$ cat config.mk
export PLATFORM = sky130hd
export DESIGN_NAME = fft_frame_ctrl
export DESIGN_NICKNAME = d
export VERILOG_FILES = /design/src/rtl/fft_pkg.sv /design/src/rtl/fft_frame_ctrl.sv
export SDC_FILE = /design/constraint.sdc
export NUM_CORES = 1
export LEC_CHECK = 0
export ABC_CLOCK_PERIOD_IN_PS = 7050
export BUFFER_PORTS_ARGS = -buffer_cell sky130_fd_sc_hd__buf_2
export CORE_AREA = 5 5 230 232
export DETAILED_ROUTE_END_ITERATION = 10
export DIE_AREA = 0 0 235 237
export PLACE_DENSITY = 0.71
export SYNTH_ARGS = -nofsm -noshare
export SYNTH_HDL_FRONTEND = slang
export SYNTH_SLANG_ARGS = --single-unit
$ cat constraint.sdc
create_clock -name clk -period 7.05 [get_ports clk]
set_input_delay 1.41 -clock clk [delete_from_list [all_inputs] [get_ports clk]]
set_output_delay 1.41 -clock clk [all_outputs]
set_load 0.01 [all_outputs]
$ cat src/rtl/fft_pkg.sv
// Shared types and constants for the 8-point FFT frame sequencer.
package fft_pkg;

  localparam int FFT_N    = 8;
  localparam int IDX_W    = 3;
  localparam int SAMPLE_W = 16;

  typedef enum logic [1:0] {
    ST_LOAD,
    ST_COMPUTE,
    ST_DRAIN
  } fft_ctrl_state_t;

  typedef logic signed [SAMPLE_W-1:0] sample_t;

endpackage

$ cat src/rtl/fft_frame_ctrl.sv
// Load / compute / drain sequencer around a combinational 8-point FFT core:
// deserialises 8 samples onto the core inputs, waits for settling, then streams the 8 bins out.
module fft_frame_ctrl
  import fft_pkg::*;
#(
  parameter int DW         = 16,
  parameter int SETTLE_CYC = 2,
  parameter int FCNT_W     = 16
) (
  input  logic                  clk,
  input  logic                  reset,
  input  logic                  s_valid,
  output logic                  s_ready,
  input  logic [DW-1:0]         s_re,
  input  logic [DW-1:0]         s_im,
  input  logic                  s_mode,
  output logic [FFT_N*DW-1:0]   core_xr,
  output logic [FFT_N*DW-1:0]   core_xi,
  output logic                  core_mode,
  input  logic [FFT_N*DW-1:0]   core_yr,
  input  logic [FFT_N*DW-1:0]   core_yi,
  output logic                  m_valid,
  input  logic                  m_ready,
  output logic [DW-1:0]         m_re,
  output logic [DW-1:0]         m_im,
  output logic [IDX_W-1:0]      m_idx,
  output logic                  m_last,
  output logic                  busy,
  output logic [FCNT_W-1:0]     frame_cnt
);

  localparam int CNT_W = (SETTLE_CYC > 1) ? $clog2(SETTLE_CYC) : 1;
  localparam logic [CNT_W-1:0] CNT_LOAD = CNT_W'(SETTLE_CYC - 1);
  localparam logic [IDX_W-1:0] IDX_LAST = IDX_W'(FFT_N - 1);

  fft_ctrl_state_t r_state;
  fft_ctrl_state_t w_state_nxt;

  logic [IDX_W-1:0]  r_idx;
  logic [IDX_W-1:0]  r_midx;
  logic [CNT_W-1:0]  r_cnt;
  logic              r_mode;
  logic [FCNT_W-1:0] r_fcnt;
  logic [DW-1:0]     r_xr [FFT_N];
  logic [DW-1:0]     r_xi [FFT_N];
  logic [DW-1:0]     r_yr [FFT_N];
  logic [DW-1:0]     r_yi [FFT_N];

  logic w_s_hs;
  logic w_m_hs;
  logic w_load_done;
  logic w_settled;
  logic w_drain_done;

  always_ff @(posedge clk) begin
    if (reset) begin
      r_state <= ST_LOAD;
    end else begin
      r_state <= w_state_nxt;
    end
  end

  // Stream-side outputs are decoded from state so they stay bit-stable while stalled.
  always_comb begin
    w_state_nxt  = r_state;
    s_ready      = 1'b0;
    m_valid      = 1'b0;
    m_last       = 1'b0;
    busy         = 1'b1;
    w_s_hs       = 1'b0;
    w_m_hs       = 1'b0;
    w_load_done  = 1'b0;
    w_settled    = 1'b0;
    w_drain_done = 1'b0;
    unique case (r_state)
      ST_LOAD: begin
        s_ready     = 1'b1;
        busy        = (r_idx != '0);
        w_s_hs      = s_valid;
        w_load_done = s_valid && (r_idx == IDX_LAST);
        if (w_load_done) begin
          w_state_nxt = ST_COMPUTE;
        end
      end
      ST_COMPUTE: begin
        w_settled = (r_cnt == '0);
        if (w_settled) begin
          w_state_nxt = ST_DRAIN;
        end
      end
      ST_DRAIN: begin
        m_valid      = 1'b1;
        m_last       = (r_midx == IDX_LAST);
        w_m_hs       = m_ready;
        w_drain_done = m_ready && (r_midx == IDX_LAST);
        if (w_drain_done) begin
          w_state_nxt = ST_LOAD;
        end
      end
      default: begin
        w_state_nxt = ST_LOAD;
      end
    endcase
  end

  always_ff @(posedge clk) begin
    if (reset) begin
      r_idx  <= '0;
      r_midx <= '0;
      r_cnt  <= '0;
      r_mode <= 1'b0;
      r_fcnt <= '0;
      for (int unsigned k = 0; k < FFT_N; k++) begin
        r_xr[k] <= '0;
        r_xi[k] <= '0;
        r_yr[k] <= '0;
        r_yi[k] <= '0;
      end
    end else begin
      if (w_s_hs) begin
        r_xr[r_idx] <= s_re;
        r_xi[r_idx] <= s_im;
        r_idx       <= r_idx + 1'b1;
        if (r_idx == '0) begin
          r_mode <= s_mode;
        end
      end

      if (w_load_done) begin
        r_cnt <= CNT_LOAD;
      end else if ((r_state == ST_COMPUTE) && (r_cnt != '0)) begin
        r_cnt <= r_cnt - 1'b1;
      end

      if (w_settled) begin
        r_midx <= '0;
        for (int unsigned k = 0; k < FFT_N; k++) begin
          r_yr[k] <= core_yr[k*DW +: DW];
          r_yi[k] <= core_yi[k*DW +: DW];
        end
      end

      if (w_m_hs) begin
        r_midx <= r_midx + 1'b1;
      end

      if (w_drain_done) begin
        r_fcnt <= r_fcnt + 1'b1;
        r_idx  <= '0;
      end
    end
  end

  always_comb begin
    core_xr = '0;
    core_xi = '0;
    for (int unsigned k = 0; k < FFT_N; k++) begin
      core_xr[k*DW +: DW] = r_xr[k];
      core_xi[k*DW +: DW] = r_xi[k];
    end
  end

  assign core_mode = r_mode;
  assign m_re      = r_yr[r_midx];
  assign m_im      = r_yi[r_midx];
  assign m_idx     = r_midx;
  assign frame_cnt = r_fcnt;

endmodule

==> flow_metrics.py, run 1 <==
metrics = {
    "cells_and_area": {
        "drive_gt1_frac": 0.407,
        "final_area_mm2": 0.0275,
        "nets": 2256,
        "fin_cells": 2694,
        "syn2layout_area_growth_pct": 24.5,
    },
    "die": {
        "start_util": 0.436,
        "placementRows": 83,
        "die_x_um": 235,
        "dieArea_mm2": 0.0557,
        "core_mm2": 0.0508,
        "io_pins": 605,
        "die_h_um": 237,
    },
    "flow_run": {
        "maxCapViolCount": 0,
    },
    "global_route": {
        "grt_pass1_wl_um": 94000,
        "antenna_found_initial": 30,
        "grt_use_total": 0.224,
        "grt_pass1_vias": 14300,
        "grt-ovfl-total": 0,
        "grt_start_max_net_pins": 194,
    },
    "pwr": {
        "swShare": 0.220,
        "p_int_mw": 5.37,
        "p_switching_mw": 1.51,
        "power.total_mw": 6.88,
        "p_seq_frac": 0.538,
        "peakVddDrop_mv": 0.226,
        "pwr-share-comb": 0.059,
        "p_leak_nw": 11.2,
        "p_clk_frac": 0.403,
        "p_per_area_mw_per_mm2": 250,
    },
    "clock_tree": {
        "clk-insertion-delay-late_ns": 0.58,
        "ctsHoldBuffers": 0,
        "htreeDepth": 2,
        "cts_buffers": 55,
        "cts_buffer_depth": 3,
        "cts_tree": "built",
        "cts.sinks": 541,
        "root_buffer": "clkbuf_16",
        "cts_resized": 0,
        "post-cts-setup-buffers": 0,
        "clkTransAtPathRegs_ns": 0.06,
    },
    "synth": {
        "ys_ff_latch": 541,
        "seq_area_frac_synth": 0.721,
        "synthArstFlopShare": 0,
        "syn_inst": 1363,
        "synth_edf_count": 512,
        "synth_cell_type_count": 39,
        "postSynthAreaPerCell_um2": 16.2,
        "synth-main-ff-cell": "edfxtp_1",
        "yosysWarnings": 0,
        "syn_area_mm2": 0.0221,
        "syn-num-nets": 1662,
    },
    "sta": {
        "fmax_ghz": 0.217,
        "relSlewSlack": 0.205,
        "finalSetupTns_ns": 0,
        "fin_skew_ns": 0.0212,
        "setup_viol": 0,
        "setup_ws_ns": 2.43,
        "min_period_ns": 4.62,
        "period_share": 0.655,
        "rsz0062_at_grt": "false",
        "drv_slew": 0,
        "finalHoldViolCount": 0,
        "worst_pin_slew_ns": 1.19,
    },
    "worst_setup_path": {
        "crit_arrival_ns": 3.21,
        "crit_slowest_cell": "dfxtp_4",
        "r2r-start": "r_state[1]",
        "end_kind": "primary output",
        "crit_path_max_fanout": 46,
        "path_class": "register to primary output",
        "endpoint": "m_im[12]",
        "slowest_delay_ns": 1.03,
        "reg2regPathDepth": 4,
        "rr_endpoint": "r_xi[3][2]",
        "critPathLaunchType": "register",
        "rrSetupSlack_ns": 3.84,
        "cp.required_ns": 5.64,
        "path_cells": "buf_4 -> mux4_2 -> mux2_2 -> buf_2",
    },
    "place": {
        "place_congestion": 0.848,
        "placedInstanceArea_mm2": 0.0258,
        "portBuffers": 604,
        "post-dp-hpwl_um": 45200,
        "dp.cells": 2580,
        "pre_cts_ws_ns": 2.51,
    },
    "hold_path": {
        "min-delay-start": "core_mode",
        "hp-class": "register to register",
    },
    "routing": {
        "drt_iter0_markers": 1054,
        "routed_wl_um": 64800,
        "num_vias": 13800,
        "antenna_left": 0,
        "dr.pass1.iters": 5,
        "post-route-drc-count": 0,
        "wl_per_cell_um": 24.1,
        "via_per_inst": 5.13,
    },
    "outcome": {
        "outcome": "finished clean",
    },
}
[stage by stage]
stage	hold slack, ns	utilization
after floorplan	0.481	-
after global placement	0.463	0.508
after detailed placement	0.476	0.508
after CTS	0.485	0.542
after global routing	0.534	0.542
final	0.483	0.542
[placed cells by master, fill, tap and decap left out, drive strengths merged, types with 16 or more instances in the layout]
cell,synthesis,layout
buf,13,615
diode,0,18
mux2,33,33
clkbuf,65,64
nor2,30,30
nand2,16,16
mux4,64,64
edfxtp,512,512
dfxtp,29,29
and2,449,449
clkinv,0,22
nor2b,67,67
[power by group through the flow]
stage	registers (mW)	clock network, mW	logic [mW]
after detailed placement	3.77	0	0.407
after floorplan	3.80	0	0.120
final	3.70	2.77	0.405
after global placement	3.76	0	0.402
after CTS	3.70	2.81	0.409
after global routing	3.71	2.96	0.435
[logic make-up after synthesis]
group / Yosys count / synth area share
compound gates: 15 / 0.00396
xor+xnor: 11 / 0.00435
fa+ha+maj: 6 / 0.00339
buf+inv: 84 / 0.0152
flops: 541 / 0.721
mux: 99 / 0.0828
simple gates: 607 / 0.169
[critical path: cells and delay by family (launching register included)]
family	cells	cell delay (ns)
mux	2	0.86
flops	1	1.03
buf+inv	2	0.66
[metal layers]
metal,global-route usage,vias up,part of all wire
met3,0.110,113,0.13
met4,0.0747,24,0.029
li1,-,6101,-
met2,0.359,683,0.47
met1,0.268,6889,0.37
met5,0,-,0.0026
[state kept, by name, indices dropped and copies added (netlist names), named ones only]
register / flops
r_state: 2
r_xr: 128
r_yr: 128
r_idx: 3
frame_cnt: 16
core_mode: 1
m_idx: 3
r_yi: 128
r_xi: 128
r_cnt: 1
[layout make-up]
class / count / area (µm²)
fill: 4184 / 23200
sequential: 541 / 16000
multi-input combinational: 738 / 5870
timing repair buffer: 615 / 3120
clock buffer: 64 / 1430
tap: 680 / 851
clock inverter: 32 / 245
antenna: 18 / 45.0
inverter: 6 / 22.5
[worst min-delay path by stage]
| stage | slack [ns] | depth (start not counted) | end |
|---|---|---|---|
| 6_report | 0.48 | 2 | core_mode |
| 5_1_grt | 0.53 | 2 | core_mode |
| 4_1_cts | 0.49 | 2 | core_mode |
| 3_5_place_dp | 0.48 | 2 | core_mode |
| 3_3_place_gp | 0.46 | 2 | core_mode |
| 2_1_floorplan | 0.48 | 2 | core_mode |
[cells in the mapped netlist, drive strengths merged (2+ instances only)]
cell type / count / area (µm²)
and2: 449 / 2810
mux2: 33 / 372
clkbuf: 65 / 244
nor3: 11 / 70.1
nor2: 30 / 113
or2: 9 / 56.3
dfxtp: 29 / 581
mux4: 64 / 1440
xnor2: 9 / 78.8
xor2: 2 / 17.5
nor4: 4 / 40.0
nand2b: 2 / 12.5
a21oi: 9 / 45.0
nand3: 5 / 25.0
buf: 13 / 70.1
a31o: 2 / 17.5
inv: 6 / 22.5
nand2: 16 / 60.1
nor3b: 2 / 20.0
ha: 6 / 75.1
edfxtp: 512 / 15400
nand4: 4 / 40.0
nand4b: 2 / 17.5
mux2i: 2 / 20.0
a22oi: 2 / 15.0
o21ai: 2 / 10.0
nor2b: 67 / 419
Note: power is estimated with default switching activity, not from simulation.
==> inputs of run 2 (changes only) <==
--- a/config.mk
+++ b/config.mk
@@ -5,11 +5,11 @@
 export SDC_FILE = /design/constraint.sdc
 export NUM_CORES = 1
 export LEC_CHECK = 0
-export ABC_CLOCK_PERIOD_IN_PS = 7050
+export ABC_CLOCK_PERIOD_IN_PS = 4000
 export BUFFER_PORTS_ARGS = -buffer_cell sky130_fd_sc_hd__buf_2
-export CORE_AREA = 5 5 230 232
+export CORE_AREA = 5 5 234 236
 export DETAILED_ROUTE_END_ITERATION = 10
-export DIE_AREA = 0 0 235 237
+export DIE_AREA = 0 0 239 241
 export PLACE_DENSITY = 0.71
 export SYNTH_ARGS = -nofsm -noshare
 export SYNTH_HDL_FRONTEND = slang
==> constraint.sdc (replaced) <==
create_clock -name clk -period 4 [get_ports clk]
set_input_delay 0.8 -clock clk [delete_from_list [all_inputs] [get_ports clk]]
set_output_delay 0.8 -clock clk [all_outputs]
set_load 0.01 [all_outputs]
==> run 2 against run 1 <==
Sequential share of layout area is 0.67 points lower. Cell count is 1.0% higher. Global-route usage is 0.50 points lower. Clock skew is 0.0048 ns higher. Largest power group unchanged.
==> flow_metrics.py, run 2 (synthesis gave the netlist of run 1 again) <==
metrics = {
    "outcome": {
        "outcome": "finished clean",
    },
    "worst_setup_path": {
        "crit_path_max_fanout": 18,
        "cp.required_ns": 3.20,
        "rr_endpoint": "r_yr[6][10]",
        "r2r-start": "r_state[0]",
        "crit_arrival_ns": 2.58,
        "critPathLaunchType": "register",
        "rrSetupSlack_ns": 1.49,
        "reg2regPathDepth": 3,
        "end_kind": "primary output",
        "path_class": "register to primary output",
    },
    "sta": {
        "rsz0062_at_grt": "false",
        "hold_slack_ns": 0.472,
        "period_share": 0.846,
        "finalSetupTns_ns": 0,
        "setup_viol": 0,
        "fmax_ghz": 0.296,
        "relSlewSlack": 0.299,
        "min_period_ns": 3.38,
        "fin_skew_ns": 0.0260,
        "finalHoldViolCount": 0,
        "worst_pin_slew_ns": 1.05,
        "setup_ws_ns": 0.617,
        "drv_slew": 0,
    },
    "pwr": {
        "p_per_area_mw_per_mm2": 445,
        "p_leak_nw": 11.4,
        "peakVddDrop_mv": 0.387,
        "power.total_mw": 12.4,
    },
    "clock_tree": {
        "post-cts-setup-buffers": 0,
        "ctsHoldBuffers": 0,
        "cts_buffer_depth": 3,
        "cts.sinks": 541,
        "cts_resized": 0,
        "cts_buffers": 55,
        "clkTransAtPathRegs_ns": 0.06,
        "root_buffer": "clkbuf_16",
        "htreeDepth": 2,
        "clk-insertion-delay-late_ns": 0.61,
        "cts_tree": "built",
    },
    "hold_path": {
        "min_delay_worst_endpoint": "r_yi[5][9]",
        "whs_path_depth": 2,
        "min-delay-start": "core_yi[89]",
        "hp-class": "input port to register",
    },
    "cells_and_area": {
        "fin_cells": 2722,
        "syn2layout_area_growth_pct": 25.9,
        "n_fill_cell": 4271,
        "final_cell_mix": "buf_2, edfxtp_1, and2_1",
        "multi_input_area_mm2": 0.00587,
        "final_core_util": 0.533,
        "nets": 2277,
        "drive_gt1_frac": 0.415,
        "final_common_cell": "buf_2",
        "ff_latch_area_mm2": 0.0160,
        "final_area_mm2": 0.0279,
    },
    "routing": {
        "num_vias": 14000,
        "wl_met1_um": 24000,
        "dr.pass1.iters": 7,
        "antenna_left": 0,
        "drt_iter0_markers": 916,
        "post-route-drc-count": 0,
        "routed_wl_um": 66300,
        "routed.top_layer": "met5",
        "via_per_inst": 5.13,
        "wl_met2_um": 31700,
        "wl_per_cell_um": 24.4,
        "wl_met3_um": 8420,
    },
    "place": {
        "dp.cells": 2609,
        "pre_cts_ws_ns": 1.16,
        "placedInstanceArea_mm2": 0.0261,
        "portBuffers": 604,
        "post-dp-hpwl_um": 47300,
        "place_congestion": 0.905,
    },
    "die": {
        "start_util": 0.424,
        "core_mm2": 0.0522,
        "io_pins": 605,
        "placementRows": 84,
        "dieArea_mm2": 0.0576,
        "die_x_um": 239,
        "die_h_um": 241,
    },
    "global_route": {
        "grt_pass1_vias": 14400,
        "grt_start_max_net_pins": 108,
        "grt_pass1_wl_um": 94100,
        "antenna_found_initial": 19,
        "grt-ovfl-total": 0,
        "grt_use_total": 0.219,
    },
    "flow_run": {
        "maxCapViolCount": 0,
    },
}
-- run 2: cell types whose count changed in the layout (fill, tap and decap cells not counted), sizes merged --
| cell | delta |
|---|---|
| buf | +21 |
| diode | -5 |
| bufinv | +3 |
| clkinvlp | -2 |
| clkbuf | +1 |
| clkinv | +1 |
| inv | +1 |
-- run 2: routing by layer --
| metal | global-route usage | vias up |
|---|---|---|
| met1 | 0.264 | 6944 |
| li1 | - | 6141 |
| met2 | 0.360 | 726 |
| met3 | 0.0952 | 126 |
| met5 | 0 | - |
| met4 | 0.0714 | 16 |
-- run 2: worst max-delay path by stage --
stage | from | to
after floorplan | reset | r_yi[0][0]
after global placement | reset | r_xr[1][15]
after detailed placement | reset | r_xi[5][6]
after CTS | register | m_re[11]
after global routing | register | m_im[10]
final | register | m_re[11]
-- run 2: worst max-delay path, cell delays in order, from the launching register on --
cell and delay, ns:
dfxtp_4 0.60, buf_4 0.37, mux4_2 0.58, mux2_2 0.29, buf_2 0.14
-- run 2: final cells by class --
cell class | count | area share
Inverter | 6 | 0.000808
Multi-Input combinational cell | 738 | 0.211
Timing Repair Buffer | 636 | 0.120
Tap cell | 688 | 0.0309
Clock buffer | 65 | 0.0507
Sequential cell | 541 | 0.573
Clock inverter | 35 | 0.0127
Antenna cell | 13 | 0.00117
-- run 2: report_power, final --
group,internal (mW),switching (mW),total [mW]
Sequential,6.44,0.0861,6.53
Clock,2.92,2.20,5.12
Combinational,0.294,0.458,0.753
